===== src/rtl/mem_read_arbiter_if.sv =====
// Requester ports and AXI read channels of mem_read_arbiter.
// The master modport is the arbiter's view; the slave modport is the environment's view.
interface mem_read_arbiter_if #(
    parameter int ADDR_W = 32,
    parameter int DATA_W = 64
);
    logic              if_req;
    logic [ADDR_W-1:0] if_addr;
    logic              if_valid;
    logic [DATA_W-1:0] if_rdata;

    logic              ls_req;
    logic [ADDR_W-1:0] ls_addr;
    logic              ls_valid;
    logic [DATA_W-1:0] ls_rdata;

    logic              err;

    logic              ARVALID;
    logic              ARREADY;
    logic [ADDR_W-1:0] ARADDR;
    logic [2:0]        ARPROT;

    logic              RVALID;
    logic              RREADY;
    logic              RLAST;
    logic [1:0]        RRESP;
    logic [DATA_W-1:0] RDATA;

    modport master (
        input  if_req, if_addr, ls_req, ls_addr,
        input  ARREADY, RVALID, RLAST, RRESP, RDATA,
        output if_valid, if_rdata, ls_valid, ls_rdata, err,
        output ARVALID, ARADDR, ARPROT, RREADY
    );

    modport slave (
        output if_req, if_addr, ls_req, ls_addr,
        output ARREADY, RVALID, RLAST, RRESP, RDATA,
        input  if_valid, if_rdata, ls_valid, ls_rdata, err,
        input  ARVALID, ARADDR, ARPROT, RREADY
    );
endinterface


===== src/rtl/mem_read_arbiter.sv =====
// Two-requester (fetch / load) arbiter onto a single AXI read port, one transaction at a time.
// Define MEM_ARB_RR_EN for round-robin arbitration; the default is fixed priority with load winning.
module mem_read_arbiter #(
    parameter int ADDR_W = 32,
    parameter int DATA_W = 64
) (
    input  logic                ACLK,
    input  logic                ARESETn,
    mem_read_arbiter_if.master  bus
);

    typedef enum logic [1:0] {IDLE, ADDR, DATA, RESP} state_t;

    state_t            state;
    logic              grant_ls;
    logic              dropped;
    logic              err_seen;
    logic [3:0]        beat_cnt;

    logic [ADDR_W-1:0] araddr_q;
    logic [2:0]        arprot_q;
    logic              arvalid_q;
    logic              rready_q;
    logic              if_valid_q;
    logic              ls_valid_q;
    logic              err_q;
    logic [DATA_W-1:0] if_rdata_q;
    logic [DATA_W-1:0] ls_rdata_q;

    logic              pick_ls;
    logic              req_granted;
    logic              beat;
    logic              deliver;

`ifdef MEM_ARB_RR_EN
    logic              last_ls;

    // On a tie the requester that was not granted last time wins.
    always_comb begin
        pick_ls = bus.ls_req;
        if (bus.if_req && bus.ls_req) begin
            pick_ls = !last_ls;
        end
    end
`else
    assign pick_ls = bus.ls_req;
`endif

    assign req_granted = grant_ls ? bus.ls_req : bus.if_req;
    assign beat        = bus.RVALID && rready_q;
    // A requester that let go of req at any point during the transaction gets no response.
    assign deliver     = !dropped && req_granted;

    always_ff @(posedge ACLK) begin
        if (!ARESETn) begin
            state      <= IDLE;
            grant_ls   <= 1'b0;
            dropped    <= 1'b0;
            err_seen   <= 1'b0;
            beat_cnt   <= 4'd0;
            araddr_q   <= '0;
            arprot_q   <= 3'b000;
            arvalid_q  <= 1'b0;
            rready_q   <= 1'b0;
            if_valid_q <= 1'b0;
            ls_valid_q <= 1'b0;
            err_q      <= 1'b0;
            if_rdata_q <= '0;
            ls_rdata_q <= '0;
`ifdef MEM_ARB_RR_EN
            last_ls    <= 1'b0;
`endif
        end else begin
            if_valid_q <= 1'b0;
            ls_valid_q <= 1'b0;
            err_q      <= 1'b0;

            case (state)
                IDLE: begin
                    if (bus.if_req || bus.ls_req) begin
                        grant_ls  <= pick_ls;
                        araddr_q  <= pick_ls ? bus.ls_addr : bus.if_addr;
                        arprot_q  <= pick_ls ? 3'b000 : 3'b100;
                        arvalid_q <= 1'b1;
                        dropped   <= 1'b0;
                        err_seen  <= 1'b0;
                        beat_cnt  <= 4'd0;
                        state     <= ADDR;
`ifdef MEM_ARB_RR_EN
                        last_ls   <= pick_ls;
`endif
                    end
                end

                ADDR: begin
                    if (!req_granted) begin
                        dropped <= 1'b1;
                    end
                    if (bus.ARREADY) begin
                        arvalid_q <= 1'b0;
                        rready_q  <= 1'b1;
                        state     <= DATA;
                    end
                end

                DATA: begin
                    if (!req_granted) begin
                        dropped <= 1'b1;
                    end
                    if (beat) begin
                        if (beat_cnt != 4'hF) begin
                            beat_cnt <= beat_cnt + 4'd1;
                        end
                        if (bus.RRESP[1]) begin
                            err_seen <= 1'b1;
                        end
                        if (bus.RLAST) begin
                            rready_q <= 1'b0;
                            state    <= RESP;
                            if (deliver) begin
                                err_q <= err_seen || bus.RRESP[1];
                                if (grant_ls) begin
                                    ls_valid_q <= 1'b1;
                                    ls_rdata_q <= bus.RDATA;
                                end else begin
                                    if_valid_q <= 1'b1;
                                    if_rdata_q <= bus.RDATA;
                                end
                            end
                        end
                    end
                end

                RESP: begin
                    state <= IDLE;
                end

                default: begin
                    state <= IDLE;
                end
            endcase
        end
    end

    assign bus.ARVALID  = arvalid_q;
    assign bus.ARADDR   = araddr_q;
    assign bus.ARPROT   = arprot_q;
    assign bus.RREADY   = rready_q;
    assign bus.if_valid = if_valid_q;
    assign bus.if_rdata = if_rdata_q;
    assign bus.ls_valid = ls_valid_q;
    assign bus.ls_rdata = ls_rdata_q;
    assign bus.err      = err_q;

endmodule


===== src/flat_wrapper.sv =====
// flat-port wrapper written by rule: the top's interface ports become plain ports
module mem_read_arbiter_flat 
#(
    parameter int ADDR_W = 32,
    parameter int DATA_W = 64
)
  (ACLK, ARESETn, bus_if_req, bus_if_addr, bus_ls_req, bus_ls_addr, bus_ARREADY, bus_RVALID, bus_RLAST, bus_RRESP, bus_RDATA, bus_if_valid, bus_if_rdata, bus_ls_valid, bus_ls_rdata, bus_err, bus_ARVALID, bus_ARADDR, bus_ARPROT, bus_RREADY);
  mem_read_arbiter_if #(.ADDR_W(ADDR_W), .DATA_W(DATA_W)) bus_i ();
  input  logic ACLK;
  input  logic ARESETn;
  input wire logic [$bits(bus_i.if_req)-1:0] bus_if_req;
  input wire logic [$bits(bus_i.if_addr)-1:0] bus_if_addr;
  input wire logic [$bits(bus_i.ls_req)-1:0] bus_ls_req;
  input wire logic [$bits(bus_i.ls_addr)-1:0] bus_ls_addr;
  input wire logic [$bits(bus_i.ARREADY)-1:0] bus_ARREADY;
  input wire logic [$bits(bus_i.RVALID)-1:0] bus_RVALID;
  input wire logic [$bits(bus_i.RLAST)-1:0] bus_RLAST;
  input wire logic [$bits(bus_i.RRESP)-1:0] bus_RRESP;
  input wire logic [$bits(bus_i.RDATA)-1:0] bus_RDATA;
  output wire logic [$bits(bus_i.if_valid)-1:0] bus_if_valid;
  output wire logic [$bits(bus_i.if_rdata)-1:0] bus_if_rdata;
  output wire logic [$bits(bus_i.ls_valid)-1:0] bus_ls_valid;
  output wire logic [$bits(bus_i.ls_rdata)-1:0] bus_ls_rdata;
  output wire logic [$bits(bus_i.err)-1:0] bus_err;
  output wire logic [$bits(bus_i.ARVALID)-1:0] bus_ARVALID;
  output wire logic [$bits(bus_i.ARADDR)-1:0] bus_ARADDR;
  output wire logic [$bits(bus_i.ARPROT)-1:0] bus_ARPROT;
  output wire logic [$bits(bus_i.RREADY)-1:0] bus_RREADY;
  assign bus_i.if_req = bus_if_req;
  assign bus_i.if_addr = bus_if_addr;
  assign bus_i.ls_req = bus_ls_req;
  assign bus_i.ls_addr = bus_ls_addr;
  assign bus_i.ARREADY = bus_ARREADY;
  assign bus_i.RVALID = bus_RVALID;
  assign bus_i.RLAST = bus_RLAST;
  assign bus_i.RRESP = bus_RRESP;
  assign bus_i.RDATA = bus_RDATA;
  assign bus_if_valid = bus_i.if_valid;
  assign bus_if_rdata = bus_i.if_rdata;
  assign bus_ls_valid = bus_i.ls_valid;
  assign bus_ls_rdata = bus_i.ls_rdata;
  assign bus_err = bus_i.err;
  assign bus_ARVALID = bus_i.ARVALID;
  assign bus_ARADDR = bus_i.ARADDR;
  assign bus_ARPROT = bus_i.ARPROT;
  assign bus_RREADY = bus_i.RREADY;
  mem_read_arbiter #(.ADDR_W(ADDR_W), .DATA_W(DATA_W)) u_core (.ACLK(ACLK), .ARESETn(ARESETn), .bus(bus_i));
endmodule

===== config.mk =====
export PLATFORM = sky130hd
export DESIGN_NAME = mem_read_arbiter_flat
export DESIGN_NICKNAME = d
export VERILOG_FILES = /design/src/rtl/mem_read_arbiter_if.sv /design/src/rtl/mem_read_arbiter.sv /design/src/flat_wrapper.sv
export SDC_FILE = /design/constraint.sdc
export NUM_CORES = 1
export LEC_CHECK = 0
export ABC_AREA = 1
export ABC_CLOCK_PERIOD_IN_PS = 1400
export CORE_MARGIN = 1
export CORE_UTILIZATION = 41
export DETAILED_ROUTE_END_ITERATION = 8
export PLACE_DENSITY = 0.83
export SYNTH_ARGS = -nofsm -noshare
export SYNTH_HDL_FRONTEND = slang
export SYNTH_SLANG_ARGS = --single-unit

===== constraint.sdc =====
create_clock -name ACLK -period 1.4 [get_ports ACLK]
set_input_delay 0.42 -clock ACLK [delete_from_list [all_inputs] [get_ports ACLK]]
set_output_delay 0.42 -clock ACLK [all_outputs]
set_load 0.05 [all_outputs]

==> metrics.md, run 1 <==
| Metric | Value |
|---|---|
| Post-route DRC violation count | `0` |
| Post-Layout Cell Count | `1929` |
| FF-to-FF path depth | `11` |
| Cell family contributing the most delay on the critical path | `buffers and inverters` |
| Number of core rows | `52` |
| Starting utilization of the core area | `41.7%` |
| Power density over cell area | `1190 nW/um^2` |
| Number of CTS-inserted buffers | `17` |
| RSZ-0062 raised after global routing | `true` |
| Main flop type after synthesis | `dfxtp_1` |
| Fin. max-slew vios | `0` |
| Worst clock skew on the final layout | `0.00962 ns` |
| Final #Nets | `1787` |
| Count of H-tree levels built during CTS | `4` |
| Flip-flop and latch count after synthesis | `171` |
| Total Routed Length | `37.1 mm` |
| Worst setup EP type | `flip-flop` |
| Final hold violation count | `0` |
| Core Util, Final | `79.4%` |
| Number of vias after detailed routing | `10100` |
| Initial antenna violation count | `1` |
| Maximum fanout along the worst path | `10` |
| Root buffer cell | `clkbuf_16` |
| Placer Congestion | `0.837` |
| Post-detailed-placement half-perimeter wirelength | `20.9 mm` |
| Fin Setup TNS | `-23.55 ns` |
| Clock insertion delay at the later pin of the skew report | `0.44 ns` |
| Worst setup path class | `in -> reg` |
| Global-route wire length before repair | `50.4 mm` |
| Net Sw Power | `7.24 mW` |
| Startpoint class of the critical path | `primary input` |
| Core Area | `20200 sq um` |
| YS warnings | `0` |
| Worst hold path depth | `3` |
| Grt total ovfl | `0` |
| Count of antenna-violating nets left after detailed routing | `0` |
| DRC marker count from the first detailed-route iteration | `754` |
| CP max stage cell | `clkdlybuf4s50_1` |
| Flop pwr share | `29.8%` |
| Source of the worst hold timing path | `ARESETn` |
| DR pass1 iterations | `5` |
| Count of boundary I/O pins | `305` |
| Arrival time of data at the critical path endpoint | `2.02 ns` |
| Final setup violating endpoints | `165` |
| Worst Hold Class | `in -> reg` |
| Run status | `finished, violations left` |
| Final critical delay including setup and external delays | `1.67 ns` |
| Layout cells sized above 1 | `40.8%` |
| Setup slack of the worst register-to-register path | `-0.26 ns` |
| Post-route clock period utilization | `119%` |
| Layout overhead on the synthesized area | `90.4%` |
| Post-route setup slack | `-0.267 ns` |
| Share of synthesized flip-flops with an asynchronous set or reset | `0%` |
| Overall track demand over capacity in global routing | `30.5%` |
| Cell Int Power | `11.8 mW` |
| Smallest hold slack | `0.370 ns` |
| Vias per inst | `5.24` |
| Number of I/O port buffers | `301` |
| Synth unique cells | `26` |
| TritonCTS clock tree | `built` |
| Leak Pwr | `7.13 nW` |
| Clock share of power | `25.3%` |
| Total standard cell area after synthesis | `8410 sq um` |
| Die Ht | `145 um` |
| Mapped Avg Cell Area | `6.44 sq um` |
| Cell count after placement | `1855` |
| Wire per inst | `19.2 um` |
| Crit path largest cell delay | `0.54 ns` |
| Max Cap Violations | `0` |
| Maximum buffer depth of the clock tree | `2` |
| Number of enable-type register cells in the synthesized netlist | `0` |
| Number of clock sinks seen by CTS | `171` |
| Buffering stage count on the worst path with inverters included | `5` |
| Die area | `21100 sq um` |
| Violations in the final reports | `negative setup slack` |
| Endpoint, Worst Hold | `u_core.bus.ls_rdata[31]` |
| Gate Count Post-Synth | `1307` |
| End of the worst register-to-register path | `u_core.bus.if_rdata[36]` |
| Worst Path Required | `1.75 ns` |
| Gate power share | `44.9%` |
| Register clock-pin slew on the reported worst setup and hold paths | `0.08 ns` |
| Timing-limited maximum frequency | `600 MHz` |
| Vias in the first global route | `9742` |
| Switching portion of total power | `38.1%` |
| Maximum number of pins on one net before global-route repair | `56` |
| CP Cell Sequence | `clkdlybuf4s50_1 -> nand3_4 -> nor2_4 -> buf_12 -> nand3_4 -> buf_12 -> buf_8 -> nand2_1 -> inv_1 -> nor2_1` |
| Peak supply drop | `1.38 mV` |
| Chip width | `145 um` |
| Register area share after synthesis | `40.7%` |
| Start of the worst register-to-register path | `u_core.state[0]` |
power groups by stage:
stage	clock network [mW]	logic, mW	registers [mW]
after floorplan	0	2.34	6.41
after global placement	0	6.19	5.62
after detailed placement	0	6.35	5.64
after CTS	4.80	7.65	5.61
after global routing	5.07	8.91	5.69
final	4.81	8.54	5.66
repair_timing:
| item | in CTS | in global routing |
|---|---|---|
| setup endpoints to repair | 265 | 239 |
| gates cloned | 12 | 13 |
| pin swaps | 24 | 36 |
| gates resized for setup | 198 | 200 |
| setup buffers | 12 | 5 |
| hold buffers | 0 | 0 |
layer usage:
metal	wire, um	GRT usage (%)	part of all wire, %	up-vias
li1	-	-	-	4599
met1	12300	30.9	33	4682
met2	18600	55.6	50	652
met3	3510	8.02	9.5	180
met4	2660	19.1	7.2	0
met5	0	0	0	-
worst max path at each step:
stage,depth (start not counted),slack [ns],to,start
detailed placement,8,-0.69,u_core.bus.ls_rdata[25],bus_RLAST
floorplan,8,0.004,u_core.bus.ls_rdata[44],bus_ls_req
global placement,8,-0.58,u_core.bus.if_rdata[47],bus_RLAST
finish,10,-0.27,u_core.bus.if_rdata[36],bus_RLAST
CTS,11,-0.14,u_core.bus.ls_rdata[35],u_core.state[0]
global route,11,-0.35,u_core.bus.if_rdata[36],u_core.state[0]
through the flow:
stage / worst slack (ns) / power (mW) / instance area [sq um]
final: -0.267 / 19.0 / 16000
after global routing: -0.350 / 19.7 / 16000
after floorplan: 0.00434 / 8.75 / 8510
after global placement: -0.581 / 11.8 / 13800
after CTS: -0.143 / 18.1 / 15200
after detailed placement: -0.688 / 12.0 / 13800
flip-flops by register name, summed over array words and instances, names as in the netlist:
name,flops
u_core.bus.ARPROT,1
u_core.bus.if_valid,1
u_core.state,2
u_core.bus.ls_valid,1
u_core.err_seen,1
u_core.bus.ARVALID,1
u_core.bus.ls_rdata,64
u_core.bus.err,1
u_core.grant_ls,1
u_core.bus.if_rdata,64
u_core.dropped,1
u_core.bus.RREADY,1
u_core.bus.ARADDR,32
cell usage in the layout, fill, tap and decap left out, types with 33 or more instances in the layout:
master           synthesis  routed
nor2_1                 137     107
nand2_1                316     245
dfxtp_2                  0     153
nand4_1                128     128
inv_2                   33      46
inv_1                  299     285
nand3_1                 46      33
buf_4                    3      48
nand2_2                  1      53
clkdlybuf4s50_1          0     133
buf_12                   0     191
worst register-to-register path, stage by stage (launching register included):
cell,delay (ns)
dfxtp_2,0.33
inv_2,0.07
ha_4,0.15
nand3_4,0.08
nor2_4,0.15
buf_12,0.13
nand3_4,0.06
buf_12,0.17
buf_8,0.16
nand2_1,0.07
inv_1,0.07
nor2_1,0.15
logic make-up (layout without fill, tap and decap cells):
logic type               Yosys count  in the layout  share of synthesized area, %
buffers and inverters            424            773                          20.6
other                              1              3                        0.0446
adder cells (fa/ha/maj)            5              5                         0.743
AND/OR/NAND/NOR                  638            639                          33.2
AO/OA/AOI/OAI                     68             68                          4.68
flip-flops                       171            171                          40.7
final cells by class:
type	instances	area [sq um]
Multi-Input combinational cell	714	3930
Tap cell	270	338
Inverter	332	1250
Timing Repair Buffer	409	6260
Clock buffer	18	439
Sequential cell	171	3640
Antenna cell	1	2.50
Fill cell	1122	4150
Clock inverter	14	161
cells in the mapped netlist, types with 8 or more instances:
library cell / n / area [sq um]
a21boi_0: 8 / 60.1
a21boi_1: 10 / 75.1
a21oi_1: 46 / 230
buf_1: 18 / 67.6
buf_2: 44 / 220
buf_6: 10 / 113
clkbuf_1: 17 / 63.8
dfxtp_1: 171 / 3420
inv_1: 299 / 1120
inv_2: 33 / 124
nand2_1: 316 / 1190
nand3_1: 46 / 230
nand4_1: 128 / 801
nor2_1: 137 / 514
Note: power is estimated with default switching activity, not from simulation.
==> run 2, diff against run 1 <==
--- a/config.mk
+++ b/config.mk
@@ -11,6 +11,7 @@
 export CORE_UTILIZATION = 41
 export DETAILED_ROUTE_END_ITERATION = 8
 export PLACE_DENSITY = 0.83
+export SLEW_MARGIN = 20
 export SYNTH_ARGS = -nofsm -noshare
 export SYNTH_HDL_FRONTEND = slang
 export SYNTH_SLANG_ARGS = --single-unit
==> results of run 2 <==
Final layout, timing and power as in run 1 (identical DEF).
==> run 3, diff against run 2 <==
--- a/config.mk
+++ b/config.mk
@@ -11,6 +11,7 @@
 export CORE_UTILIZATION = 41
 export DETAILED_ROUTE_END_ITERATION = 8
 export PLACE_DENSITY = 0.83
+export SKIP_LAST_GASP = 1
 export SLEW_MARGIN = 20
 export SYNTH_ARGS = -nofsm -noshare
 export SYNTH_HDL_FRONTEND = slang
==> run 3 against run 2 <==
Compared with the run above: the flow finishes with violations (design-rule violations, negative setup slack); sequential cell count unchanged; critical path type unchanged; register-to-register slack got worse by 0.04 ns; power increased by 0.14%; via count increased by 0.38%; setup slack got worse by 0.036 ns; largest cell class unchanged; die area unchanged; first-iteration DRC count increased by 17%; cell count increased by 0.10%.
==> metrics.md, run 3 (synthesis gave the netlist of run 1 again) <==
| Metric | Value |
|---|---|
| DR pass1 iterations | `7 (was 5)` |
| Final setup violating endpoints | `164 (was 165)` |
| Chip width | `145 um (unchanged)` |
| Starting utilization of the core area | `41.7% (unchanged)` |
| Run status | `finished, violations left (unchanged)` |
| Root buffer cell | `clkbuf_16 (unchanged)` |
| Number of vias after detailed routing | `10200 (was 10100)` |
| Worst Path Required | `1.75 ns (about the same)` |
| Post-route setup slack | `-0.303 ns (was -0.267 ns)` |
| Source of the worst hold timing path | `ARESETn (unchanged)` |
| Post-route DRC violation count | `1 (was 0)` |
| Worst setup EP type | `flip-flop (unchanged)` |
| Startpoint class of the critical path | `primary input (unchanged)` |
| Vias in the first global route | `9725 (was 9742)` |
| Violations in the final reports | `design-rule violations, negative setup slack (was negative setup slack)` |
| Overall track demand over capacity in global routing | `30.3% (was 30.5%)` |
| Die Ht | `145 um (unchanged)` |
| Cell count after placement | `1855 (unchanged)` |
| Commonest non-fill, non-tap cells in the layout | `inv_1 (290), nand2_1 (278), buf_12 (192), dfxtp_2 (158), clkdlybuf4s50_1 (133) (was inv_1 (285), nand2_1 (245), buf_12 (191), dfxtp_2 (153), clkdlybuf4s50_1 (133))` |
| Layout overhead on the synthesized area | `89.6% (was 90.4%)` |
| Final critical delay including setup and external delays | `1.70 ns (was 1.67 ns)` |
| Vias per inst | `5.26 (was 5.24)` |
| Global-route wire length before repair | `50.1 mm (was 50.4 mm)` |
| Setup slack of the worst register-to-register path | `-0.30 ns (was -0.26 ns)` |
| Post-route clock period utilization | `122% (was 119%)` |
| Peak supply drop | `1.35 mV (was 1.38 mV)` |
| Max Cap Violations | `0 (unchanged)` |
| Placer Congestion | `0.837 (unchanged)` |
| TritonCTS clock tree | `built (unchanged)` |
| Grt total ovfl | `0 (unchanged)` |
| Wire per inst | `19.2 um (about the same)` |
| Smallest hold slack | `0.356 ns (was 0.370 ns)` |
| Most common cell after layout, fill and taps aside | `inv_1 (unchanged)` |
| Post-Layout Cell Count | `1931 (was 1929)` |
| Maximum number of pins on one net before global-route repair | `56 (unchanged)` |
| Number of CTS-inserted buffers | `17 (unchanged)` |
| Endpoint, Worst Hold | `u_core.bus.ls_rdata[31] (unchanged)` |
| Start of the worst register-to-register path | `u_core.state[0] (unchanged)` |
| Layout cells sized above 1 | `38.2% (was 40.8%)` |
| Maximum fanout along the worst path | `10 (unchanged)` |
| Number of core rows | `52 (unchanged)` |
| Number of clock sinks seen by CTS | `171 (unchanged)` |
| Power density over cell area | `1190 nW/um^2 (about the same)` |
| Worst Hold Class | `in -> reg (unchanged)` |
| RSZ-0062 raised after global routing | `true (unchanged)` |
| Initial antenna violation count | `1 (unchanged)` |
| FF-to-FF path depth | `11 (unchanged)` |
| Crit path largest cell delay | `0.54 ns (about the same)` |
| Die area | `21100 sq um (unchanged)` |
| Count of antenna-violating nets left after detailed routing | `0 (unchanged)` |
| Leak Pwr | `7.16 nW (was 7.13 nW)` |
| Worst setup timing slack at the placement stage | `-0.688 ns (unchanged)` |
| Final #Nets | `1789 (was 1787)` |
| Post-layout total power | `19.0 mW (about the same)` |
| Worst clock skew on the final layout | `0.0115 ns (was 0.00962 ns)` |
| Count of H-tree levels built during CTS | `4 (unchanged)` |
| Final hold violation count | `0 (unchanged)` |
| Arrival time of data at the critical path endpoint | `2.05 ns (was 2.02 ns)` |
| Maximum buffer depth of the clock tree | `2 (unchanged)` |
| Timing-limited maximum frequency | `587 MHz (was 600 MHz)` |
| Total Routed Length | `37.0 mm (was 37.1 mm)` |
| End of the worst register-to-register path | `u_core.bus.if_rdata[23] (was u_core.bus.if_rdata[36])` |
| Count of boundary I/O pins | `305 (unchanged)` |
| CP Cell Sequence | `clkdlybuf4s50_1 -> nand3_4 -> nor2_4 -> buf_12 -> nand3_4 -> buf_12 -> clkbuf_16 -> nand2_1 -> inv_2 -> nor2_1 (was clkdlybuf4s50_1 -> nand3_4 -> nor2_4 -> buf_12 -> nand3_4 -> buf_12 -> buf_8 -> nand2_1 -> inv_1 -> nor2_1)` |
| Post-detailed-placement half-perimeter wirelength | `20.9 mm (unchanged)` |
| CP max stage cell | `clkdlybuf4s50_1 (unchanged)` |
| Worst setup path class | `in -> reg (unchanged)` |
| Core Util, Final | `79.1% (was 79.4%)` |
| Fin. max-slew vios | `0 (unchanged)` |
| DRC marker count from the first detailed-route iteration | `879 (was 754)` |
| Worst hold path depth | `3 (unchanged)` |
| Core Area | `20200 sq um (unchanged)` |
| Number of I/O port buffers | `301 (unchanged)` |
| Register clock-pin slew on the reported worst setup and hold paths | `0.08 ns (about the same)` |
| Number of buffers inserted by hold repair at cts | `0 (unchanged)` |
| Clock insertion delay at the later pin of the skew report | `0.44 ns (about the same)` |
-- run 3: cell types whose count changed in the layout (fill, tap and decap cells not counted), moves of 2 or more --
cell / change
nand2_1: +33
nand2_2: -32
nor2_1: +6
nor2_2: -6
dfxtp_2: +5
inv_1: +5
inv_2: -5
dfxtp_4: -3
a21oi_2: -2
dfxtp_1: -2
nand3_1: +2
nand3_2: -2
-- run 3: repair_timing --
item                                    CTS  global route
gates cloned                             12            14
resized for setup                       176           176
pin swaps                                23            37
endpoints found under the setup margin  265           244
buffers inserted                         12             5
-- run 3: metal layers --
| metal | global-route usage, % | vias to the layer above | part of all wire (%) |
|---|---|---|---|
| met2 | 55.4 | 672 | 50 |
| met1 | 30.8 | 4686 | 34 |
| met3 | 8.02 | 189 | 9.2 |
| met4 | 18.0 | 0 | 6.9 |
| met5 | 0 | - | 0 |
| li1 | - | 4604 | - |
-- run 3: critical path: cells and delay by family --
kind          cells  cell delay (ns)
buf+inv           5             1.07
simple gates      5             0.56
-- run 3: final cells by class --
type                            instances  area [sq um]
Multi-Input combinational cell        714          3820
Fill cell                            1129          4210
Clock buffer                           18           439
Antenna cell                            1          2.50
Tap cell                              270           338
Clock inverter                         14           161
Inverter                              332          1250
Sequential cell                       171          3640
Timing Repair Buffer                  411          6310
-- run 3: worst max path at each step --
stage	endpoint	slack [ns]	startpoint	cells after the start
floorplan	u_core.bus.ls_rdata[44]	0.004	bus_ls_req	8
global placement	u_core.bus.if_rdata[47]	-0.58	bus_RLAST	8
detailed placement	u_core.bus.ls_rdata[25]	-0.69	bus_RLAST	8
CTS	u_core.bus.ls_rdata[35]	-0.14	u_core.state[0]	11
global route	u_core.bus.if_rdata[23]	-0.37	u_core.state[0]	11
finish	u_core.bus.if_rdata[23]	-0.30	bus_RLAST	10
-- run 3: metrics by stage --
| stage | cell area, sq um | setup TNS, ns |
|---|---|---|
| 2_1_floorplan | 8510 | 0 |
| 3_3_place_gp | 13800 | -90.47 |
| 3_5_place_dp | 13800 | -97.14 |
| 4_1_cts | 15200 | -15.21 |
| 5_1_grt | 16000 | -33.34 |
| 6_report | 16000 | -23.52 |
-- run 3: power breakdown --
part / switching [mW] / leakage (nW) / internal, mW
clock network: 2.38 / 0.281 / 2.43
logic: 4.48 / 5.41 / 4.08
registers: 0.388 / 1.46 / 5.27
total: 7.25 / 7.16 / 11.8
